--- src/rtl/aes_pkg.sv ---
// Shared types and helpers for the AES round-constant sequencer.
package aes_pkg;

  localparam logic [1:0] MODE_128 = 2'd0;
  localparam logic [1:0] MODE_192 = 2'd1;
  localparam logic [1:0] MODE_256 = 2'd2;
  localparam logic [1:0] MODE_BAD = 2'd3;

  typedef enum logic [1:0] {
    IDLE,
    RUN,
    DONE
  } st_e;

  function automatic logic [3:0] nk_of(input logic [1:0] m);
    logic [3:0] r;
    unique case (m)
      MODE_192: r = 4'd6;
      MODE_256: r = 4'd8;
      default:  r = 4'd4;
    endcase
    return r;
  endfunction

  function automatic logic [5:0] total_of(input logic [1:0] m);
    logic [5:0] r;
    unique case (m)
      MODE_192: r = 6'd52;
      MODE_256: r = 6'd60;
      default:  r = 6'd44;
    endcase
    return r;
  endfunction

  // Rcon of the final word group, the start point of the reverse walk
  function automatic logic [7:0] last_rcon(input logic [1:0] m);
    logic [7:0] r;
    unique case (m)
      MODE_192: r = 8'h80;
      MODE_256: r = 8'h40;
      default:  r = 8'h36;
    endcase
    return r;
  endfunction

  function automatic logic [7:0] xtime(input logic [7:0] b);
    return {b[6:0], 1'b0} ^ (b[7] ? 8'h1b : 8'h00);
  endfunction

  function automatic logic [7:0] ixtime(input logic [7:0] b);
    return b[0] ? (((b ^ 8'h1b) >> 1) | 8'h80) : (b >> 1);
  endfunction

endpackage

--- src/rtl/aes_rcon_step.sv ---
// Combinational next Rcon / phase / index for one word step.
import aes_pkg::*;

module aes_rcon_step #(
  parameter int IDX_W = 6
) (
  input  logic [7:0]       rcon,
  input  logic [2:0]       p,
  input  logic [IDX_W-1:0] idx,
  input  logic [3:0]       nk,
  input  logic             dir,
  output logic [7:0]       rcon_nx,
  output logic [2:0]       p_nx,
  output logic [IDX_W-1:0] idx_nx
);

  logic wrap;

  always_comb begin
    wrap    = 1'b0;
    rcon_nx = rcon;
    p_nx    = p;
    idx_nx  = idx;
    if (dir) begin
      wrap   = (p == 3'd0);
      p_nx   = wrap ? 3'(nk - 4'd1) : p - 3'd1;
      idx_nx = idx - IDX_W'(1);
      if (wrap)
        rcon_nx = ixtime(rcon);
    end else begin
      wrap   = ({1'b0, p} == nk - 4'd1);
      p_nx   = wrap ? 3'd0 : p + 3'd1;
      idx_nx = idx + IDX_W'(1);
      if (wrap)
        rcon_nx = xtime(rcon);
    end
  end

endmodule

--- src/rtl/aes_rcon_seq.sv ---
// AES key-expansion round-constant sequencer (AES-128/192/256).
// Optional reverse walk for the decryption schedule: AES_RCON_INV_EN.
import aes_pkg::*;

module aes_rcon_seq #(
  parameter int WORD_W    = 32,
  parameter int RCON_LANE = 3,
  parameter int IDX_W     = 6
) (
  input  logic              clk,
  input  logic              rst,
  input  logic              kld,
  input  logic [1:0]        mode,
`ifdef AES_RCON_INV_EN
  input  logic              dir,
`endif
  input  logic              adv,
  output logic [WORD_W-1:0] rcon_o,
  output logic [IDX_W-1:0]  widx_o,
  output logic              rot_o,
  output logic              sub_o,
  output logic              valid_o,
  output logic              done_o,
  output logic              err_o
);

  st_e        st;
  logic [1:0] mode_q;
  logic       dir_q;
  logic       dir_in;
  logic [2:0] p_q;
  logic [7:0] rcon_q;

  logic [3:0]       nk_q;
  logic [5:0]       tot_q;
  logic [7:0]       rcon_nx;
  logic [2:0]       p_nx;
  logic [IDX_W-1:0] idx_nx;
  logic             at_end;

`ifdef AES_RCON_INV_EN
  assign dir_in = dir;
`else
  assign dir_in = 1'b0;
`endif

  assign nk_q  = nk_of(mode_q);
  assign tot_q = total_of(mode_q);

  assign at_end = dir_q ? (widx_o == IDX_W'(nk_q))
                        : (widx_o == IDX_W'(tot_q - 6'd1));

  assign rcon_o = WORD_W'(rcon_q) << (8 * RCON_LANE);

  aes_rcon_step #(
    .IDX_W(IDX_W)
  ) u_step (
    .rcon   (rcon_q),
    .p      (p_q),
    .idx    (widx_o),
    .nk     (nk_q),
    .dir    (dir_q),
    .rcon_nx(rcon_nx),
    .p_nx   (p_nx),
    .idx_nx (idx_nx)
  );

  always_ff @(posedge clk) begin
    if (rst) begin
      st      <= IDLE;
      mode_q  <= MODE_128;
      dir_q   <= 1'b0;
      p_q     <= 3'd0;
      rcon_q  <= 8'h00;
      widx_o  <= '0;
      rot_o   <= 1'b0;
      sub_o   <= 1'b0;
      valid_o <= 1'b0;
      done_o  <= 1'b0;
      err_o   <= 1'b0;
    end else if (kld) begin
      rot_o  <= 1'b0;
      sub_o  <= 1'b0;
      done_o <= 1'b0;
      if (mode == MODE_BAD) begin
        st      <= IDLE;
        valid_o <= 1'b0;
        err_o   <= 1'b1;
      end else begin
        st      <= RUN;
        mode_q  <= mode;
        dir_q   <= dir_in;
        valid_o <= 1'b1;
        err_o   <= 1'b0;
        // every schedule's final word sits at phase 3
        if (dir_in) begin
          p_q    <= 3'd3;
          rcon_q <= last_rcon(mode);
          widx_o <= IDX_W'(total_of(mode) - 6'd1);
        end else begin
          p_q    <= 3'd0;
          rcon_q <= 8'h01;
          widx_o <= IDX_W'(nk_of(mode));
          rot_o  <= 1'b1;
        end
      end
    end else if (adv && st == RUN) begin
      if (at_end) begin
        st      <= DONE;
        valid_o <= 1'b0;
        done_o  <= 1'b1;
        rot_o   <= 1'b0;
        sub_o   <= 1'b0;
      end else begin
        p_q    <= p_nx;
        rcon_q <= rcon_nx;
        widx_o <= idx_nx;
        rot_o  <= (p_nx == 3'd0);
        sub_o  <= (mode_q == MODE_256) && (p_nx == 3'd4);
      end
    end
  end

endmodule

--- config.mk ---
export PLATFORM = sky130hd
export DESIGN_NAME = aes_rcon_seq
export DESIGN_NICKNAME = d
export VERILOG_FILES = /design/src/rtl/aes_pkg.sv /design/src/rtl/aes_rcon_step.sv /design/src/rtl/aes_rcon_seq.sv
export SDC_FILE = /design/constraint.sdc
export NUM_CORES = 1
export LEC_CHECK = 0
export BUFFER_PORTS_ARGS = -buffer_cell sky130_fd_sc_hd__clkbuf_2
export CAP_MARGIN = 10
export CORE_UTILIZATION = 45
export DETAILED_ROUTE_END_ITERATION = 10
export PLACE_DENSITY = 0.76
export RECOVER_POWER = 50
export SYNTH_ARGS = -nofsm -noshare
export SYNTH_HDL_FRONTEND = slang
export SYNTH_SLANG_ARGS = --single-unit
--- constraint.sdc ---
create_clock -name clk -period 2.05 [get_ports clk]
set_clock_uncertainty 0.15 [all_clocks]
set_input_delay 0.41 -clock clk [delete_from_list [all_inputs] [get_ports clk]]
set_output_delay 0.41 -clock clk [all_outputs]
set_load 0.01 [all_outputs]
## After elaboration in Yosys (flattened, before gate mapping)

Cells that the tools add are included.

- Register bits: 26
- Bits in latches: 0
- Bits in writable memories: 0
- Bits in read-only memories: 0
- Memories: 0

- Add/sub/neg operators: 4
- Multipliers: 0
- Div/mod/pow operators: 0
- $lt $le $gt $ge: 0
- Eq/ne operators: 11
- Shift-type cells: 0
- Muxes and demuxes: 31
- Bitwise logic cells: 2
- Reductions and logical operators: 12

Operators with widths:

| kind | count |
|---|---|
| two-way mux 8 bit | 5 |
| two-way mux 6 bit | 4 |
| one-hot mux 4 bit (2 select lines) | 2 |
| two-way mux 3 bit | 5 |
| two-way mux 1 bit | 10 |
| one-hot mux 5 bit (2 select lines) | 1 |
| bitwise XOR 8 bit | 1 |
| adder 6 x 1 -> 6 bit, second input constant | 1 |
| equality test 2 x 1 -> 1 bit, second input constant | 3 |
| equality test 2 bit, second input constant | 3 |
| equality test 6 bit | 1 |
| two-way mux 2 bit | 3 |
| AND reduction 2 bit | 3 |
| nonzero test 2 bit | 3 |
| subtractor 6 x 1 -> 6 bit, second input constant | 1 |
| two-way mux 5 bit | 1 |
| equality test 3 x 4 -> 1 bit | 1 |
| inequality test 2 bit, second input constant | 2 |
| AND reduction 4 bit | 1 |
| subtractor 4 x 1 -> 4 bit, second input constant | 1 |
| adder 3 x 1 -> 3 bit, second input constant | 1 |
| equality test 3 bit, second input constant | 1 |
| zero test 3 bit | 1 |
| AND reduction 3 bit | 1 |
| 3 further kinds | 4 |

## Depth between registers and ports, before layout

- Depth in word-level cells: 9
- Depth in mapped cells: 7

## Modules after synthesis

From an unflattened synthesis, not the netlist that was laid out.

- Cells, all modules: 258
- Area, all modules: 2050.7 um^2

Modules (own cells, without submodules):

| module | instances | cells each | area each (um^2) | seq. area each (um^2) |
|---|---|---|---|---|
| aes_rcon_seq | 1 | 153 | 1271.2 | 500.5 |
| aes_rcon_step | 1 | 105 | 779.5 | 0.0 |

## Worst setup path before layout

Ideal clock, no wire load.

- Kind: reg2reg
- From: reg mode_q[0]
- To: reg p_q[2]
- Library setup time: 0.057 ns
- Arrival time: 1.769 ns
- Data required time: 1.843 ns
- Setup slack: 0.075 ns
- Stages on the path, launching flop included: 8
- Clock period less this slack: 1.975 ns
- Cell sequence: dfxtp_1 > inv_1 > ha_1 > xor2_1 > a31o_1 > buf_6 > or4_1 > a21bo_1

- Cells in the longest elaborated chain, start to end: 8
- Elaborated cells between the ends (all ways): 14
- Those cells by class: add/sub (2); eq/ne (5); mux (6); reduce/logical (1)

Ends and longest elaborated chain:

| what | RTL line | RTL |
|---|---|---|
| start, declared | aes_rcon_seq.sv:28 | `logic [1:0] mode_q;` |
| start signal, assigned | aes_rcon_seq.sv:91 | `mode_q <= mode;` |
| equality test 2 bit / equality test 2 x 1 -> 1 bit (equally long branches) | aes_pkg.sv:17, aes_pkg.sv:27 |  |
| one-hot mux 4 bit (2 select lines) | aes_pkg.sv:17 | `unique case (m)` |
| subtractor 4 x 1 -> 4 bit | -- |  |
| equality test 3 x 4 -> 1 bit | aes_rcon_step.sv:31 | `wrap = ({1'b0, p} == nk - 4'd1);` |
| two-way mux 3 bit | aes_rcon_step.sv:32 | `p_nx = wrap ? 3'd0 : p + 3'd1;` |
| two-way mux 3 bit | aes_rcon_seq.sv:108 | `if (at_end) begin` |
| two-way mux 3 bit | aes_rcon_seq.sv:107 | `end else if (adv && st == RUN) begin` |
| two-way mux 3 bit | aes_rcon_seq.sv:81 | `end else if (kld) begin` |
| end signal, assigned | aes_rcon_seq.sv:115 | `p_q <= p_nx;` |
| end, declared | aes_rcon_seq.sv:31 | `logic [2:0] p_q;` |

Parallel ways exist; a longest one is shown, timed or not. The select of a mux whose other input is x is not followed.
A chain may end at the register's enable or synchronous reset.

## Final worst setup path

- From: reg mode_q[1]
- To: reg p_q[2]

The elaborated chain is that of the path after synthesis.

==> flow_summary.toml <==
[global_route]
grt-ovfl-total = 0
grt_max_degree = 15
antenna_found_initial = 0
grt_usage_pct = 19.0
grt_pass1_wl_um = 4950
grt_pass1_vias = 1105

[synth]
ys_seq_area_share_pct = 35.1
synth_seq_cells = 25
synth-edff-count = 0
syn_avg_cell_area_um2 = 9.14
synth_area_um2 = 1430
synth_top_cell_by_area = "dfxtp_1"
synth_commonest_cells = "dfxtp_1 (25), buf_4 (24), nor2_1 (11), xor2_1 (8)"
ys_async_sr_fraction_pct = 0
syn_inst = 156
ys_dominant_reg_cell = "dfxtp_1"
yosys_warnings = 0
synth.most_common_cell = "dfxtp_1"
synth_top_cell_area_share_pct = 35.1
synthDistinctLibCells = 46
synthTopCellsByArea = "dfxtp_1 (35%), buf_4 (13%), xor2_1 (4.9%)"

[timing]
fin_tns_setup_ns = 0
hold_ws_ns = 0.253
hold_viol = 0
timing.fmax_mhz = 512
slew_viol_final = 0
period_needed_ns = 1.95
finalSetupViolations = 0
period_share_pct = 95.2

[clocking]
cts_buffers = 3
cts-root-buf = "clkbuf_4"
clock_sink_count = 25
cts_htree_levels = 1
cts_tree = "done"
clockBufferDepth = 2
clk_pin_slew_ns = 0.14
holdBufCountCts = 0
clk_latency_ns = 0.33

[outcome]
status = "completed"

[critical_path]
required_ns = 2.19
worst-setup-path-type = "flop to flop"
cp_max_fo = 3
critPathMaxStageDelay_ns = 0.46
crit_path_top_delay_cell = "or4_1"
crit_family = "simple AND/OR/NAND/NOR gates"
cp.arrival_ns = 2.10
crit_chain = "inv_1 -> ha_2 -> xor2_1 -> a41o_1 -> or4_1 -> a21bo_1"
endpoint_kind = "flop"
critPathBufInv = 1
worst_setup_path_start_kind = "flop"

[floorplanning]
io_pins = 49
core-area_um2 = 3030
rows = 20
start_util_pct = 47.1
die_w_um = 58.3
die_area_um2 = 3400
die_y_um = 58.3

[layout]
multiInputGateArea_um2 = 827
final_nets = 203
layout-drive-gt1-share_pct = 17.3
syn_to_final_growth_pct = 12.7
design_area_um2 = 1610
diodes = 0
post-route-util_pct = 53.1
regArea_um2 = 502
final_cells = 235
fillerInstances = 306

[routing]
viasPerCell = 5.00
vias = 1175
post_drt_wl_per_cell_um = 12.8
totalWireLength_um = 3000
ant_nets = 0
remaining_drc_errors = 0
drtIter0Drc = 41
drt-pass1-iter-count = 4

[power_and_ir_drop]
p_leak_uw = 0.000681
vdd_drop_max_mv = 0.337
powerDensity_nw_per_um2 = 558

[place]
port_buffers = 24
placed_area_um2 = 1550
hpwlAfterDp_um = 2200
gp_congestion = 0.862
placed_cells = 229

[hold_path]
hold_class = "primary input to flop"

[flow_run]
cap_violations = 0
[kinds of logic after synthesis]
kind of cell | count (synthesis) | synth area share, %
flip-flops | 25 | 35.1
adder cells (fa/ha/maj) | 5 | 4.39
other | 1 | 0.263
XOR/XNOR | 10 | 6.15
AO/OA/AOI/OAI | 35 | 18.7
buffers and inverters | 34 | 16.3
AND/OR/NAND/NOR | 46 | 19.1
[sequential cells by signal, indices dropped and copies added (netlist names)]
signal  count
done_o      1
err_o       1
mode_q      2
p_q         3
rcon_q      8
rot_o       1
st          2
sub_o       1
widx_o      6
[what timing repair did]
action | 4_1_cts | 5_1_grt
setup buffers | 0 | 2
cloned | 0 | 0
resized for setup | 3 | 6
pin swaps | 0 | 2
endpoints found under the setup margin | 10 | 12
[per-stage QoR]
step / power, µW / setup WS, ns
finish: 896 / 0.0978
global route: 943 / -0.0290
CTS: 896 / 0.0200
detailed placement: 667 / -0.0248
global placement: 664 / 0.0834
floorplan: 652 / 0.0746
[routing by layer]
metal  track usage [%]  share of wire [%]  vias up
met5                 0                  0        -
met4              8.16                1.3        0
met3              4.02                5.2        6
met2              31.9                 51       38
met1              23.6                 43      550
li1                  -                  -      581
[power breakdown]
group	total (µW)	internal (µW)	leakage, µW	switching [µW]
Combinational	154	54.5	0.000460	99.0
Clock	231	73.4	0.0000177	157
Sequential	511	500	0.000204	11.6
[final timing paths]
path | startpoint | end | slack [ns] | depth (start not counted)
worst max register to register | mode_q[1] | p_q[2] | 0.1 | 6
worst max-delay path | mode_q[1] | p_q[2] | 0.1 | 6
worst min register to register | done_o | done_o | 0.33 | 1
worst min-delay path | rst | widx_o[2] | 0.25 | 3
[layout make-up]
class                           count  area share (%)
Clock buffer                        3            1.40
Clock inverter                      1           0.312
Timing Repair Buffer               36            10.7
Sequential cell                    25            31.2
Inverter                            6            1.40
Tap cell                           44            3.43
Multi-Input combinational cell    120            51.5
[worst register-to-register path, stage by stage (launching register included)]
cell and delay, ns:
dfxtp_1 0.39, inv_1 0.10, ha_2 0.21, xor2_1 0.17, a41o_1 0.26, or4_1 0.46
a21bo_1 0.18
[cell usage in the layout, fill, tap and decap left out, types with 3 or more instances in the layout]
master     n
inv_1      6
clkbuf_2   9
ha_1       3
nand3_1    7
a22o_1     7
nor3_1     5
clkbuf_4   3
nand2b_1   4
a21oi_1    7
dfxtp_1   24
conb_1    24
clkbuf_1  20
xor2_1     6
nor2_1    11
buf_4      7
nand2_1    5
Note: power is estimated with default switching activity, not from simulation.
